--- src/rtl/ibus_uart_pkg.sv ---
// Shared constants for the io-bus UART blocks: register offsets, status bit
// positions, serializer state encoding and the divisor floor.
package ibus_uart_pkg;

  // Register offsets within the block's 256-word window; lower offsets are data.
  localparam logic [7:0] OFS_DIV    = 8'hFE;
  localparam logic [7:0] OFS_STATUS = 8'hFF;

  // STATUS word layout.
  localparam int unsigned ST_OVF   = 15;
  localparam int unsigned ST_FULL  = 14;
  localparam int unsigned ST_EMPTY = 13;
  localparam int unsigned ST_BUSY  = 12;
  localparam int unsigned ST_CNT_W = 12;

  // Serializer states.
  localparam logic [1:0] StIdle  = 2'd0;
  localparam logic [1:0] StStart = 2'd1;
  localparam logic [1:0] StData  = 2'd2;
  localparam logic [1:0] StStop  = 2'd3;

  // Smallest usable bit time in clocks.
  localparam logic [15:0] DIV_MIN = 16'd2;

  function automatic logic [15:0] clamp_div(input logic [15:0] v);
    return (v < DIV_MIN) ? DIV_MIN : v;
  endfunction

endpackage

--- src/rtl/ibus_sync_fifo.sv ---
// Single-clock FIFO with registered occupancy count. A push while full is
// refused even if a pop happens on the same edge.
module ibus_sync_fifo #(
  parameter int unsigned Depth = 16,
  parameter int unsigned Width = 16,
  localparam int unsigned PtrW = $clog2(Depth),
  localparam int unsigned CntW = PtrW + 1
) (
  input  logic             clk,
  input  logic             rst,
  input  logic             push_i,
  input  logic [Width-1:0] wdata_i,
  input  logic             pop_i,
  output logic [Width-1:0] rdata_o,
  output logic             full_o,
  output logic             empty_o,
  output logic [CntW-1:0]  count_o
);

  logic [Width-1:0] mem_q [Depth];
  logic [PtrW-1:0]  wptr_q, wptr_d, rptr_q, rptr_d;
  logic [CntW-1:0]  count_q, count_d;
  logic             push_ok, pop_ok;

  assign full_o  = (count_q == CntW'(Depth));
  assign empty_o = (count_q == '0);
  assign count_o = count_q;
  assign rdata_o = mem_q[rptr_q];
  assign push_ok = push_i & ~full_o;
  assign pop_ok  = pop_i & ~empty_o;

  // Pointer and count next state; pointers wrap naturally since Depth is a power of two.
  always_comb begin
    wptr_d  = wptr_q;
    rptr_d  = rptr_q;
    count_d = count_q;
    if (push_ok) wptr_d = wptr_q + PtrW'(1);
    if (pop_ok)  rptr_d = rptr_q + PtrW'(1);
    if (push_ok && !pop_ok)      count_d = count_q + CntW'(1);
    else if (!push_ok && pop_ok) count_d = count_q - CntW'(1);
  end

  // Pointer and count state.
  always_ff @(posedge clk) begin
    if (rst) begin
      wptr_q  <= '0;
      rptr_q  <= '0;
      count_q <= '0;
    end else begin
      wptr_q  <= wptr_d;
      rptr_q  <= rptr_d;
      count_q <= count_d;
    end
  end

  // Storage array; contents need no reset.
  always_ff @(posedge clk) begin
    if (push_ok) mem_q[wptr_q] <= wdata_i;
  end

endmodule

--- src/rtl/ibus_uart_tx.sv ---
// io-bus UART transmitter: words written to the data window are queued and sent
// as two 8N1 bytes, low byte first. DIV and STATUS registers sit at the top of
// the window; reads return after a two-stage pipeline.
module ibus_uart_tx
  import ibus_uart_pkg::*;
#(
  parameter int unsigned DEPTH       = 16,
  parameter logic [7:0]  ADDR_HI     = 8'h01,
  parameter logic [15:0] DIV_DEFAULT = 16'd434
) (
  input  logic        clk,
  input  logic        rst,
  input  logic        ibus_wen,
  input  logic [15:0] ibus_wadr,
  input  logic [15:0] ibus32_wdata,
  input  logic        ibus_ren,
  input  logic [15:0] ibus_radr,
  output logic [15:0] ibus32_rdata,
  output logic        uart_tx,
  output logic        tx_busy
);

  localparam int unsigned CntW = $clog2(DEPTH) + 1;

  logic            wr_hit, data_wr, div_wr, status_wr, rd_hit;
  logic            fifo_full, fifo_empty, fifo_pop;
  logic [15:0]     fifo_rdata;
  logic [CntW-1:0] fifo_count;

  logic        ovf_q, ovf_d;
  logic [15:0] div_q, div_d;
  logic [15:0] status;
  logic [15:0] rd1_q, rd1_d, rdata_q;

  logic [1:0]  state_q, state_d;
  logic        byte_sel_q, byte_sel_d;
  logic [2:0]  bit_cnt_q, bit_cnt_d;
  logic [15:0] hold_q, hold_d;
  logic [15:0] baud_q, baud_d;
  logic        bit_end;
  logic        tx_q, tx_d;
  logic        busy_q, busy_d;

  assign wr_hit    = ibus_wen & (ibus_wadr[15:8] == ADDR_HI);
  assign data_wr   = wr_hit & (ibus_wadr[7:0] < OFS_DIV);
  assign div_wr    = wr_hit & (ibus_wadr[7:0] == OFS_DIV);
  assign status_wr = wr_hit & (ibus_wadr[7:0] == OFS_STATUS);
  assign rd_hit    = ibus_ren & (ibus_radr[15:8] == ADDR_HI);

  ibus_sync_fifo #(
    .Depth (DEPTH),
    .Width (16)
  ) u_fifo (
    .clk     (clk),
    .rst     (rst),
    .push_i  (data_wr),
    .wdata_i (ibus32_wdata),
    .pop_i   (fifo_pop),
    .rdata_o (fifo_rdata),
    .full_o  (fifo_full),
    .empty_o (fifo_empty),
    .count_o (fifo_count)
  );

  // Register writes; a dropped word beats a same-edge STATUS clear.
  always_comb begin
    ovf_d = ovf_q;
    if (status_wr) ovf_d = 1'b0;
    if (data_wr && fifo_full) ovf_d = 1'b1;
    div_d = div_q;
    if (div_wr) div_d = clamp_div(ibus32_wdata);
  end

  // Read mux into the first pipeline stage, sampling current register state.
  always_comb begin
    status                 = '0;
    status[ST_OVF]         = ovf_q;
    status[ST_FULL]        = fifo_full;
    status[ST_EMPTY]       = fifo_empty;
    status[ST_BUSY]        = busy_q;
    status[ST_CNT_W-1:0]   = ST_CNT_W'(fifo_count);
    rd1_d = '0;
    if (rd_hit) begin
      if (ibus_radr[7:0] == OFS_DIV)         rd1_d = div_q;
      else if (ibus_radr[7:0] == OFS_STATUS) rd1_d = status;
    end
  end

  assign bit_end = (baud_q == '0);

  // Serializer: start, 8 data bits LSB first, stop; two bytes per popped word.
  always_comb begin
    state_d    = state_q;
    byte_sel_d = byte_sel_q;
    bit_cnt_d  = bit_cnt_q;
    hold_d     = hold_q;
    baud_d     = bit_end ? (div_q - 16'd1) : (baud_q - 16'd1);
    fifo_pop   = 1'b0;
    case (state_q)
      StIdle: begin
        baud_d = div_q - 16'd1;
        if (!fifo_empty) begin
          fifo_pop   = 1'b1;
          hold_d     = fifo_rdata;
          byte_sel_d = 1'b0;
          state_d    = StStart;
        end
      end
      StStart: begin
        if (bit_end) begin
          bit_cnt_d = 3'd0;
          state_d   = StData;
        end
      end
      StData: begin
        if (bit_end) begin
          if (bit_cnt_q == 3'd7) state_d = StStop;
          else bit_cnt_d = bit_cnt_q + 3'd1;
        end
      end
      default: begin
        if (bit_end) begin
          if (!byte_sel_q) begin
            byte_sel_d = 1'b1;
            state_d    = StStart;
          end else begin
            state_d = StIdle;
          end
        end
      end
    endcase
    // Line level follows the state being entered so uart_tx is a clean flop.
    case (state_d)
      StStart: tx_d = 1'b0;
      StData:  tx_d = hold_d[{byte_sel_d, bit_cnt_d}];
      default: tx_d = 1'b1;
    endcase
    busy_d = (state_q != StIdle) | ~fifo_empty;
  end

  // All block state; reset returns the line to idle on the next cycle.
  always_ff @(posedge clk) begin
    if (rst) begin
      ovf_q      <= 1'b0;
      div_q      <= DIV_DEFAULT;
      rd1_q      <= '0;
      rdata_q    <= '0;
      state_q    <= StIdle;
      byte_sel_q <= 1'b0;
      bit_cnt_q  <= '0;
      hold_q     <= '0;
      baud_q     <= '0;
      tx_q       <= 1'b1;
      busy_q     <= 1'b0;
    end else begin
      ovf_q      <= ovf_d;
      div_q      <= div_d;
      rd1_q      <= rd1_d;
      rdata_q    <= rd1_q;
      state_q    <= state_d;
      byte_sel_q <= byte_sel_d;
      bit_cnt_q  <= bit_cnt_d;
      hold_q     <= hold_d;
      baud_q     <= baud_d;
      tx_q       <= tx_d;
      busy_q     <= busy_d;
    end
  end

  assign ibus32_rdata = rdata_q;
  assign uart_tx      = tx_q;
  assign tx_busy      = busy_q;

endmodule

--- config.mk ---
export PLATFORM = sky130hd
export DESIGN_NAME = ibus_uart_tx
export DESIGN_NICKNAME = d
export VERILOG_FILES = /design/src/rtl/ibus_uart_pkg.sv /design/src/rtl/ibus_sync_fifo.sv /design/src/rtl/ibus_uart_tx.sv
export SDC_FILE = /design/constraint.sdc
export NUM_CORES = 1
export LEC_CHECK = 0
export CAP_MARGIN = 20
export CORE_UTILIZATION = 55
export CTS_CLUSTER_SIZE = 28
export DETAILED_ROUTE_END_ITERATION = 10
export GPL_TIMING_DRIVEN = 0
export MAX_ROUTING_LAYER = met4
export PLACE_DENSITY_LB_ADDON = 0.12
export SLEW_MARGIN = 20
export SYNTH_ARGS = -nofsm -noshare
export SYNTH_HDL_FRONTEND = slang
export SYNTH_SLANG_ARGS = --single-unit
--- constraint.sdc ---
create_clock -name clk -period 4.35 [get_ports clk]
set_input_delay 0.87 -clock clk [delete_from_list [all_inputs] [get_ports clk]]
set_output_delay 0.87 -clock clk [all_outputs]
set_load 0.01 [all_outputs]
==> run summary <==
The run finished with clean final reports. The die covers between 20,000 and 30,000 µm². The critical-path cell with the highest stage delay is or4_4.

The final routed wire length divided by cell count came out at about 23 µm. When the netlist entered floorplanning its net count stood at 994. The type of the worst setup path is reg -> reg. The area share of and/or/nand/nor cells after synthesis is approximately 8.1%. The delay of the slowest cell on the worst path came out at approximately 600 ps. The remaining number of nets flagged by the antenna check after routing came out at 0. The initial antenna violation count came out at 0. The max-cap check violation count came out at 0. The clock tree from TritonCTS is yes. The TritonCTS sink count came out at between 300 and 400.

The clock edge transition at the registers on the reported setup and hold paths is 60 ps. The core box area came out at 25,470 µm². Setup repair after global routing left no endpoint under its margin. The number of clock buffers added by TritonCTS is 37.

The buffers inserted during post-CTS setup optimization came out at 0. The type of the worst min-delay path is reg -> reg. The library cell used as clock root buffer is clkbuf_16. Broken down by cell family, the worst path's largest delay share belongs to simple AND/OR/NAND/NOR gates.

For this block, the initial DRC count from the detailed router was slightly below 700. The adder-cell share of the synthesized area came out at 1.524%. The number of hold buffers added after CTS is 0. The number of primary I/O pins is 70. In this run the cell area measured after placement is 15,870 µm².

The netlist uses 64 different library cells. The overall fraction of global-route tracks in use is 25.82%. The setup clock skew after layout is between 15 and 20 ps. The die height came out at between 150 and 200 µm. The synthesized design spends more area on one cell type than any other, namely edfxtp_1. The portion of synthesized cell area occupied by the leading cell type came out at ~53%. The number of buffers on the longest clock path is 3. The signal on the critical path passes through or4_4 > nor2_2 > nor2b_2 > clkinv_1 > buf_2 > buf_2 > ha_1 > inv_1 > ha_1 > a21o_1 > a21oi_1 > xnor2_1 > or3_1 > a21oi_1. The initial cell density of the core is a little under three fifths.

The sum of buffers and inverters on the critical path came out at 4. The minimum clock period after layout is roughly 3700 ps. The highest clock frequency the design can meet came out at 274.0 MHz. The share of the synthesized area in compound gates (AO/OA/AOI/OAI) is around 5.6%.

The number of flip-flops and latches in the synthesized netlist came out at 362. The die is about 160 µm wide. During synthesis, Yosys emitted a total of 0 warnings. The post-synthesis instance total came out at about 930.

In the synthesized netlist the dominant register cell turns out to be edfxtp_1. The congestion estimate from routability-driven global placement came to 0.8486. The global-route wire length before repair is approximately 50,000 µm. The number of remaining DRC errors is 0. The post-route fraction of the period consumed by the critical path is a little over four fifths. After synthesis, the mean cell area works out to roughly 16 µm².

The post-cts repair resize count is 0. The final-stage net count came out at 1,118. The ratio of total power to cell area is roughly 530 nW/µm². The fraction of final layout cells sized beyond drive strength 1 came out at 17.55%.

Summing the areas of all xor and xnor instances in the mapped netlist gives 1.940% of the synthesized area. The final-report hold violation count came out at 0. The via count of the first global-routing pass came out at between 8,000 and 9,000. Yosys mapped a number of flops with a built-in enable equal to ~260. The first-pass iteration count of the detailed router is 5. The final setup violation count is 0. The total congestion overflow after global routing is 0. The post-synthesis cell area came out at 14,450 µm². The share of synthesized registers carrying an async set or reset is 0%. The average vias per placed instance came out at between 5 and 6. The main combinational cell family by area after synthesis is multiplexers. The total wirelength of the detailed-routed design came out at 32,180 µm. The count of input and output buffers is 67. The fraction of the yosys area taken by sequential cells is between 60% and 70%.

After routing the design area is between 15,000 and 20,000 µm². The clock latency reported for the late side of the worst-skew pair is about 520 ps. The number of cell rows is 58. The H-tree depth came out at 2. The number of max-slew violations in the final report is 0.

In this run the worst path has a maximum fanout of 10. The worst setup path is launched from a flop. Measured against the total synthesized area, the mux share comes to between 10% and 20%. The detailed router placed 8,322 vias in this run. Entering global routing, the biggest net connects 19 pins. The actual transition at the worst max-transition pin is around 910 ps.

The highest ir drop seen on vdd is 0.3913 mV. STA classifies the critical path endpoint as a flop. The worst pin sits at a relative slew slack of about 40%. The detailed placer's ending HPWL came out at between 20,000 and 25,000 µm. The final cell utilization of the core came out at about two thirds. Sorting the synthesized cells by how often they occur yields edfxtp_1, dfxtp_1, nor2_1, mux4_2, mux2i_1. The data required time of the critical path came out at 4790 ps. The count of antenna diodes in the layout is 0. The signed area change from the synthesized netlist to the final layout is 17.70%. The data arrival time of the critical path came out at about 4100 ps.

In this run the static leakage power is roughly 5.6 nW. In the post-synthesis netlist, the cell with the most instances is edfxtp_1. In the post-synthesis netlist, the biggest area contributors are edfxtp_1, dfxtp_1, mux4_2.
-- worst paths after layout --
check                                       start           endpoint  slack [ps]  cells after the start
worst min register to register           rd1_q[3]    ibus32_rdata[3]         440                      1
worst max register to register  u_fifo.count_o[0]  u_fifo.count_o[4]         700                     14
worst max-delay path            u_fifo.count_o[0]  u_fifo.count_o[4]         700                     14
worst min-delay path                     rd1_q[3]    ibus32_rdata[3]         440                      1
-- placed cells by master, fill, tap and decap left out, types with 11 or more instances in the layout --
cell             count
edfxtp_1           256
dfxtp_1            106
nor2_1              81
clkdlybuf4s50_1     67
mux4_2              64
clkbuf_1            40
clkbuf_16           39
mux2i_1             36
a21oi_1             31
nand2_1             29
a211oi_1            26
inv_1               20
nor2b_1             19
xor2_1              18
o22ai_1             17
ha_1                16
xnor2_1             14
and2_1              13
buf_4               12
o21ai_0             11
-- where the power goes --
part	switching, mW	leakage, nW	internal, mW
clock network	1.27	0.546	1.70
registers	0.113	3.16	3.85
logic	1.11	1.92	0.911
-- layout make-up --
| class | instances | area, µm² |
|---|---|---|
| flip-flops and latches | 362 | 9809 |
| fillers | 1761 | 8467 |
| multi-input cells | 494 | 4393 |
| clock buffers | 56 | 1070 |
| repair buffers | 85 | 930.9 |
| well taps | 330 | 412.9 |
| plain buffers | 48 | 246.5 |
| inverters | 21 | 78.83 |
| clock inverters | 11 | 63.81 |
-- state kept, by name (all words and copies together), names as in the netlist, named ones only --
signal          cells
u_fifo.count_o      5
rd1_q              16
baud_q             16
ibus32_rdata       16
state_q             2
ovf_q               1
u_fifo.wptr_q       4
byte_sel_q          1
hold_q             16
uart_tx             1
bit_cnt_q           3
u_fifo.rptr_q       4
u_fifo.mem_q      256
tx_busy             1
div_q              16
-- kinds of logic after synthesis --
| logic type | after synthesis |
|---|---|
| flip-flops | 362 |
| AND/OR/NAND/NOR | 224 |
| AO/OA/AOI/OAI | 118 |
| multiplexers | 103 |
| buffers and inverters | 69 |
| XOR/XNOR | 32 |
| adder cells (fa/ha/maj) | 17 |
-- routing by layer --
metal  vias to the layer above  track usage [%]  part of all wire (%)  wire, µm
met5                         -                -                     0         0
met1                      4169            32.31                    41     13320
met3                        78            3.308                   4.9      1564
met2                       259            42.85                    50     16130
li1                       3816                -                     -         -
met4                         0            10.44                   3.6      1159
-- per-stage QoR --
step / TNS [ps] / total power, mW / instances / hold WS [ps] / setup slack, ps
2_1_floorplan: 0 / 5.517 / 925 / 413.8 / 832.4
3_3_place_gp: -119940 / 6.014 / 1322 / 419.5 / -1345
3_5_place_dp: 0 / 6.043 / 1340 / 423.9 / 229.2
4_1_cts: 0 / 8.996 / 1407 / 437.9 / 719.5
5_1_grt: 0 / 9.338 / 1407 / 454.9 / 475.8
6_report: 0 / 8.948 / 1407 / 436.1 / 699.7
-- worst register-to-register path: stages (launching register included) --
cell,delay [ps]
dfxtp_1,350
or4_4,600
nor2_2,140
nor2b_2,80
clkinv_1,160
buf_2,290
buf_2,330
ha_1,280
inv_1,100
ha_1,320
a21o_1,190
a21oi_1,180
xnor2_1,90
or3_1,310
a21oi_1,140
Power figures use the tool's default switching activity.
